$ cat src/rtl/vc_dispatch_scheduler.sv
// Per-input-port VC dispatch scheduler: round-robin VC lock, per-packet switch requests,
// and per-output-port downstream credit tracking.
module vc_dispatch_scheduler #(
    parameter int unsigned NUM_VC      = 4,
    parameter int unsigned NUM_PORTS   = 4,
    parameter int unsigned BUF_DEPTH   = 4,
    parameter int unsigned VC_BITS     = $clog2(NUM_VC),
    parameter int unsigned CREDIT_BITS = $clog2(BUF_DEPTH + 1)
) (
    input  logic                                clk,
    input  logic                                reset,
    input  logic [NUM_VC-1:0]                   vc_valid,
    input  logic [NUM_VC-1:0]                   vc_tail,
    input  logic [NUM_VC-1:0][NUM_PORTS-1:0]    vc_direction,
    input  logic                                sa_grant,
    input  logic [NUM_PORTS-1:0]                credit_return,
    output logic [NUM_PORTS-1:0]                sa_req,
    output logic [NUM_VC-1:0]                   pop,
    output logic [VC_BITS-1:0]                  vc_index,
    output logic                                locked,
    output logic                                credit_err
);

    localparam logic [0:0] StIdle   = 1'b0;
    localparam logic [0:0] StLocked = 1'b1;

    localparam logic [CREDIT_BITS-1:0] CreditMax = CREDIT_BITS'(BUF_DEPTH);
    localparam logic [CREDIT_BITS-1:0] CreditOne = CREDIT_BITS'(1);
    localparam logic [VC_BITS:0]       NumVcW    = (VC_BITS + 1)'(NUM_VC);
    localparam logic [NUM_PORTS-1:0]   PortOne   = NUM_PORTS'(1);
    localparam logic [NUM_VC-1:0]      VcOne     = NUM_VC'(1);

    logic [0:0]                              state_q, state_d;
    logic [VC_BITS-1:0]                      rr_ptr_q, rr_ptr_d;
    logic [VC_BITS-1:0]                      vc_index_q, vc_index_d;
    logic [NUM_PORTS-1:0]                    locked_dir_q, locked_dir_d;
    logic [NUM_PORTS-1:0][CREDIT_BITS-1:0]   credit_q, credit_d;
    logic                                    credit_err_q, credit_err_d;

    logic [NUM_PORTS-1:0] credit_avail;
    logic [NUM_VC-1:0]    vc_elig;
    logic                 pick_found;
    logic [VC_BITS-1:0]   pick_idx;
    logic [VC_BITS:0]     cand;
    logic [VC_BITS:0]     rr_next;
    logic                 req_ok;
    logic                 send;
    logic [NUM_PORTS-1:0] send_port;

    function automatic logic is_onehot(input logic [NUM_PORTS-1:0] v);
        return (v != '0) && ((v & (v - PortOne)) == '0);
    endfunction

    always_comb begin
        for (int p = 0; p < NUM_PORTS; p++) begin
            credit_avail[p] = (credit_q[p] != '0);
        end
    end

    // A VC is only a candidate if its direction is legal and that port has room downstream.
    always_comb begin
        for (int i = 0; i < NUM_VC; i++) begin
            vc_elig[i] = vc_valid[i] && is_onehot(vc_direction[i])
                         && (|(vc_direction[i] & credit_avail));
        end
    end

    // First eligible VC at or after rr_ptr, wrapping.
    always_comb begin
        pick_found = 1'b0;
        pick_idx   = '0;
        cand       = '0;
        for (int k = 0; k < NUM_VC; k++) begin
            cand = {1'b0, rr_ptr_q} + (VC_BITS + 1)'(k);
            if (cand >= NumVcW) begin
                cand = cand - NumVcW;
            end
            if (!pick_found && vc_elig[cand[VC_BITS-1:0]]) begin
                pick_found = 1'b1;
                pick_idx   = cand[VC_BITS-1:0];
            end
        end
        rr_next = {1'b0, pick_idx} + (VC_BITS + 1)'(1);
        if (rr_next >= NumVcW) begin
            rr_next = '0;
        end
    end

    always_comb begin
        req_ok    = (state_q == StLocked) && vc_valid[vc_index_q]
                    && (|(locked_dir_q & credit_avail));
        sa_req    = req_ok ? locked_dir_q : '0;
        send      = req_ok && sa_grant;
        pop       = send ? (VcOne << vc_index_q) : '0;
        send_port = send ? locked_dir_q : '0;
    end

    // Send and return on the same port cancel; a return at full saturates and flags an error.
    always_comb begin
        credit_d     = credit_q;
        credit_err_d = credit_err_q;
        for (int p = 0; p < NUM_PORTS; p++) begin
            if (send_port[p] && !credit_return[p]) begin
                credit_d[p] = credit_q[p] - CreditOne;
            end else if (!send_port[p] && credit_return[p]) begin
                if (credit_q[p] == CreditMax) begin
                    credit_err_d = 1'b1;
                end else begin
                    credit_d[p] = credit_q[p] + CreditOne;
                end
            end
        end
    end

    always_comb begin
        state_d      = state_q;
        rr_ptr_d     = rr_ptr_q;
        vc_index_d   = vc_index_q;
        locked_dir_d = locked_dir_q;
        case (state_q)
            StIdle: begin
                if (pick_found) begin
                    state_d      = StLocked;
                    vc_index_d   = pick_idx;
                    locked_dir_d = vc_direction[pick_idx];
                    rr_ptr_d     = rr_next[VC_BITS-1:0];
                end
            end
            StLocked: begin
                if (send && vc_tail[vc_index_q]) begin
                    state_d = StIdle;
                end
            end
            default: state_d = StIdle;
        endcase
    end

    always_ff @(posedge clk or negedge reset) begin
        if (!reset) begin
            state_q      <= StIdle;
            rr_ptr_q     <= '0;
            vc_index_q   <= '0;
            locked_dir_q <= '0;
            credit_err_q <= 1'b0;
            for (int p = 0; p < NUM_PORTS; p++) begin
                credit_q[p] <= CreditMax;
            end
        end else begin
            state_q      <= state_d;
            rr_ptr_q     <= rr_ptr_d;
            vc_index_q   <= vc_index_d;
            locked_dir_q <= locked_dir_d;
            credit_err_q <= credit_err_d;
            credit_q     <= credit_d;
        end
    end

    assign vc_index   = vc_index_q;
    assign locked     = (state_q == StLocked);
    assign credit_err = credit_err_q;

endmodule

$ cat config.mk
export PLATFORM = sky130hd
export DESIGN_NAME = vc_dispatch_scheduler
export DESIGN_NICKNAME = d
export VERILOG_FILES = /design/src/rtl/vc_dispatch_scheduler.sv
export SDC_FILE = /design/constraint.sdc
export NUM_CORES = 1
export LEC_CHECK = 0
export CELL_PAD_IN_SITES_DETAIL_PLACEMENT = 1
export CELL_PAD_IN_SITES_GLOBAL_PLACEMENT = 1
export CORE_MARGIN = 8
export CORE_UTILIZATION = 35
export CTS_CLUSTER_DIAMETER = 100
export DETAILED_ROUTE_END_ITERATION = 10
export GPL_TIMING_DRIVEN = 0
export PLACE_DENSITY = 0.85
export SLEW_MARGIN = 20
export SYNTH_ARGS = -nofsm -noshare
export SYNTH_HDL_FRONTEND = slang
export SYNTH_SLANG_ARGS = --single-unit
$ cat constraint.sdc
create_clock -name clk -period 2.8 [get_ports clk]
set_input_delay 0.84 -clock clk [delete_from_list [all_inputs] [get_ports clk]]
set_output_delay 0.84 -clock clk [all_outputs]
set_load 0.005 [all_outputs]
# Word-level counts from Yosys, hierarchy flattened
# Index checks and enable logic that the tools add are counted.
totals:
  inputBits: 31
  out_inout_bits: 12
  word_cells: 180
  regBits: 22
op_classes:
  addsub: 20
  n_bitwise: 10
  magnitude_cmp: 11
  n_shift: 1
  muxes: 57
  reduce_logical: 64
  eq_ne: 8
op_table:
  columns: ["op", "n"]
  rows:
  - ["$and A4 B4 Y4", 9]
  - ["$mux W3", 12]
  - ["$logic_and A1 B1 Y1", 27]
  - ["$mux W1", 24]
  - ["$reduce_or A4 Y1", 5]
  - ["$lt A2 B3 Y1 const B", 6]
  - ["$mux W2", 9]
  - ["$logic_not A4 Y1", 4]
  - ["$mux W4", 4]
  - ["$reduce_bool A4 Y1", 4]
  - ["$sub A4 B1 Y4 const B", 4]
  - ["$add A3 B1 Y3 const B", 4]
  - ["$bmux W1 S2", 6]
  - ["$eq A3 B3 Y1 const B", 4]
  - ["$ge A3 B3 Y1 const B", 4]
  - ["$reduce_bool A3 Y1", 4]
  - ["$sub A3 B1 Y3 const B", 4]
  - ["$logic_not A1 Y1", 11]
  - ["$reduce_and A2 Y1", 5]
  - ["$bmux W4 S2", 1]
  - ["$ne A2 B2 Y1 const B", 4]
  - ["$reduce_bool A2 Y1", 4]
  - ["$sub A2 B1 Y2 const B", 4]
  - ["$add A2 B1 Y3 const B", 2]
  - ["5 further kinds", 6]

# Logic depth before layout (Yosys ltp)
logic_depth:
  ltp_word: 21
  depth_mapped: 15
  depth_no_buf: 13

# Worst setup path before layout
# Ideal clock, no wire load.
synth_path:
  path_kind: "input to register"
  startpoint: "input vc_valid[1]"
  endpoint: "register credit_q[11] in the netlist's numbering"
  n_path_buf: 1
  cell_stages: 14
  slack_ns: -0.274
  arrival_ns: 2.989
  required_ns: 2.715
  setup_ns: 0.085
  cell_sequence: "mux4_2 nand2_1 a41oi_1 and2_1 clkbuf_1 nand2_1 inv_1 ha_1 inv_1 fa_1 nor3_1 a21oi_1 o21ai_0 o31ai_1"
synth_between:
  elab_chain_len: 10
  word_cells_on_any_way: 13
  classes_between: "1 x eq/ne; 4 x mux; 8 x reduce/logical"
synth_lines:
  columns: ["item", "line_no", "rtl"]
  rows:
  - ["start: declaration", "12", "input logic [NUM_VC-1:0] vc_valid,"]
  - ["$bmux W1 S2 (*)", "90", "req_ok = (state_q == StLocked) && vc_valid[vc_index_q]"]
  - ["$mux W1 (implied by the code) (*)", "90", null]
  - ["$logic_and A1 B1 Y1 (*)", "90", null]
  - ["$logic_and A1 B1 Y1 (*)", "91", "&& (|(locked_dir_q & credit_avail));"]
  - ["$logic_and A1 B1 Y1 (*)", "93", "send = req_ok && sa_grant;"]
  - ["$mux W4 (*)", "95", "send_port = send ? locked_dir_q : '0;"]
  - ["$logic_not A1 Y1", "105", "end else if (!send_port[p] && credit_return[p]) begin"]
  - ["$logic_and A1 B1 Y1", "105", null]
  - ["$reduce_bool A2 Y1 (no source line)", null, null]
  - ["$reduce_and A2 Y1 (no source line)", null, null]
  - ["end signal: indexed assignment", "146", "credit_q[p] <= CreditMax;"]
  - ["end signal: assignment", "154", "credit_q <= credit_d;"]
  - ["end: declaration", "37", "logic [NUM_PORTS-1:0][CREDIT_BITS-1:0] credit_q, credit_d;"]
# Every way passes the cells marked *; elsewhere a longest branch is shown, timed or not. The select of a mux whose other input is x is not followed.
# A chain may end at the register's enable or synchronous reset.

# Final worst setup path
layout_path:
  startpoint: "input vc_valid[3]"
  endpoint: "output pop[1]"
layout_between:
  elab_chain_len: 6
layout_lines:
  columns: ["item", "line_no", "rtl"]
  rows:
  - ["$bmux W1 S2", "90", null]
  - ["$mux W1 (implied by the code)", "90", null]
  - ["$logic_and A1 B1 Y1", "90", null]
  - ["$logic_and A1 B1 Y1", "91", null]
  - ["$logic_and A1 B1 Y1", "93", null]
  - ["$mux W4", "94", "pop = send ? (VcOne << vc_index_q) : '0;"]
  - ["end: declaration", "18", "output logic [NUM_VC-1:0] pop,"]
# Every way passes these cells. The select of a mux whose other input is x is not followed.

==> results.yml <==
floorplan:
  die-area_mm2: 0.00841
  die_h_um: 91.7
  num_rows: 27
  core_area_mm2: 0.00554
  num_io_pins: 43
  fp.dieW_um: 91.7
  start_util_pct: 36.2
global_route:
  track_usage_pct: 16.7
  grt_pass1_wl_mm: 11.4
  use_met3_pct: 2.36
  grt_remaining_overflow: 0
  grt_max_degree: 23
  antenna_found_initial: 0
  busiest_layer: "met2"
  grt_pass1_vias: 2276
  use_met2_pct: 31.8
  globalRouteMet1Util_pct: 18.3
drt:
  drt-pass1-iter-count: 4
  ant_nets: 0
  wire_per_inst_um: 20.3
  drt_iter0_drc: 88
  drc: 0
  vias_per_cell: 5.76
  drt_wl_total_mm: 7.33
  vias: 2081
clock_network:
  cts_made_buffers: 3
  numClockSinks: 22
  tritoncts: "built"
  ctsLongestPathBuffers: 2
  cts_max_level: 1
  ctsRootBufferMaster: "clkbuf_8"
  clk_latency_ns: 0.27
  clkTransAtPathRegs_ns: 0.08
synthesis:
  ys_seq_area_share_pct: 27.7
  synth_compound_area_share_pct: 25.2
  netlist_top_cells_area: "dfrtp_1 22%, o31ai_1 8.6%, dfstp_2 5.2%"
  synth_edf_count: 0
  synthCells: 231
  ys_ff_latch: 22
  syn-cell-area_mm2: 0.00201
  synth_fp_nets: 274
  syn_avg_cell_area_um2: 8.69
  synthMuxAreaShare_pct: 6.80
  synth_commonest_cells: "28 x inv_1, 23 x o31ai_1, 18 x dfrtp_1, 14 x nand2_1"
  synth_top_area_share_pct: 22.4
  ys_warn_count: 0
  synth_fa_ha_area_share_pct: 8.98
  async_flop_share_pct: 100
  synth.most_common_cell: "inv_1"
  synth_top_flop_cell: "dfrtp_1"
  yosysTopAreaCell: "dfrtp_1"
  synth_top_family_by_area: "compound AO/OA/AOI/OAI gates"
  yosys.area_share.simple_pct: 19.2
  synth_xor_area_share_pct: 3.49
  yosysUniqueCellTypes: 44
power:
  static-leakage-power_nw: 1.22
  peakVddDrop_mv: 0.325
  power_density_mw_per_mm2: 781
placement:
  port_buffers: 42
  dp.cells: 345
  dp_hpwl_mm: 4.99
  gp_congestion: 0.815
  dpl_worst_slack_ns: -1.23
sta:
  slew_viol_final: 0
  whs_ns: 0.540
  skew_ns: 0.00121
  worst_slew_pin_slew_ns: 0.532
  fin_crit_ns: 2.96
  rsz0062_at_grt: "true"
  worst_slack_ns: -0.161
  period_share_pct: 106
  fmax_ghz: 0.338
  finalHoldViolations: 0
  relSlewSlack_pct: 64.5
  setup_violations: 10
status:
  status: "finished with violations"
  violations: "negative setup slack"
critical_path:
  regToRegEndpoint: "credit_q[5]"
  crit_path_max_fanout: 6
  crit_type: "in2out"
  r2r_cells: 11
  crit_required_ns: 1.96
  cp-start-kind: "input pin"
  cp-end-kind: "primary output"
  r2r-start: "vc_index[0]"
  rrSetupSlack_ns: -0.01
  cp.arrival_ns: 2.12
finish:
  nets: 333
  instances_no_fill: 361
  drive_gt1_share_pct: 35.6
  antenna_cells: 0
  area.growth.synth_to_final_pct: 43.4
flow_run:
  maxCapViolations: 0
hold_path:
  worstHoldPathType: "in2async"
-- where the power goes --
group | internal (W) | leakage [nW] | total, W | switching [W]
registers | 0.000483 | 0.255 | 0.000633 | 0.000151
logic | 0.000606 | 0.940 | 0.00140 | 0.000797
clock network | 0.000102 | 0.0228 | 0.000212 | 0.000110
-- sequential cells by signal (all words and copies together), names as in the netlist --
signal and count:
credit_q 12, locked_dir_q 4, rr_ptr_q 2, vc_index 2, credit_err 1, locked 1
-- through the flow --
step / total power [W] / setup TNS [ns] / instance area (µm²) / utilization [%]
finish: 0.00225 / -0.765 / 2880 / 51.9
global route: 0.00241 / -1.60 / 2880 / 51.9
CTS: 0.00218 / -1.56 / 2790 / 50.4
detailed placement: 0.00182 / -19.91 / 2570 / 46.3
global placement: 0.00175 / -18.04 / 2570 / 46.3
floorplan: 0.00141 / -0.0190 / 2060 / -
-- worst max-delay path by stage --
stage,slack (ns),start,cells past startpoint,end
after detailed placement,-1.23,vc_valid[0],8,pop[0]
after floorplan,-0.009,vc_valid[1],14,credit_q[11]
after global placement,-1.13,vc_valid[0],8,pop[0]
after CTS,-0.27,vc_valid[3],8,pop[1]
after global routing,-0.21,vc_valid[0],7,pop[1]
final,-0.16,vc_valid[3],7,pop[1]
-- layer usage --
layer,vias up,part of all wire (%)
met3,12,4.3
met5,-,0
met1,1031,40
met4,0,1.9
met2,60,54
li1,978,-
-- cell usage in the layout (no fill, tap or decap), types with 5 or more instances in the layout --
cell              n
dlygate4sd2_1     7
buf_2            14
inv_1            24
a21oi_1          10
o21ai_0           8
or4b_4            8
nand4_1           8
nor2_1           10
dfrtp_1          17
o31ai_1          23
clkdlybuf4s50_1  13
buf_6             7
ha_1              5
clkbuf_2          7
nand2_1          11
buf_4            14
-- logic make-up (layout without fill, tap and decap cells) --
family,Yosys count,count (layout)
AOI/OAI and AO/OA,70,70
xor gates and xnor gates,8,8
adders and majority gates,12,12
buffers and inverters,42,100
DFF,22,22
muxes,11,11
and+or+nand+nor,66,66
-- worst max-delay path, cell delays in order --
cell	delay, ns
buf_6	0.09
mux4_2	0.49
nand2_2	0.12
a41oi_4	0.06
and2_4	0.22
and3b_1	0.17
buf_2	0.12
-- final cells by class --
class,instances,area [µm²]
Sequential cell,22,557
Clock buffer,4,45.0
Inverter,28,110
Tap cell,72,90.1
Fill cell,654,2660
Multi-Input combinational cell,167,1530
Buffer,11,67.6
Timing Repair Buffer,57,478
-- timing repair --
action | in CTS | in global routing
hold buffers | 0 | 0
endpoints found under the setup margin | 29 | 20
setup buffers | 13 | 3
resized for setup | 105 | 42
pin swaps | 15 | 10
Note: power is estimated with default switching activity, not from simulation.
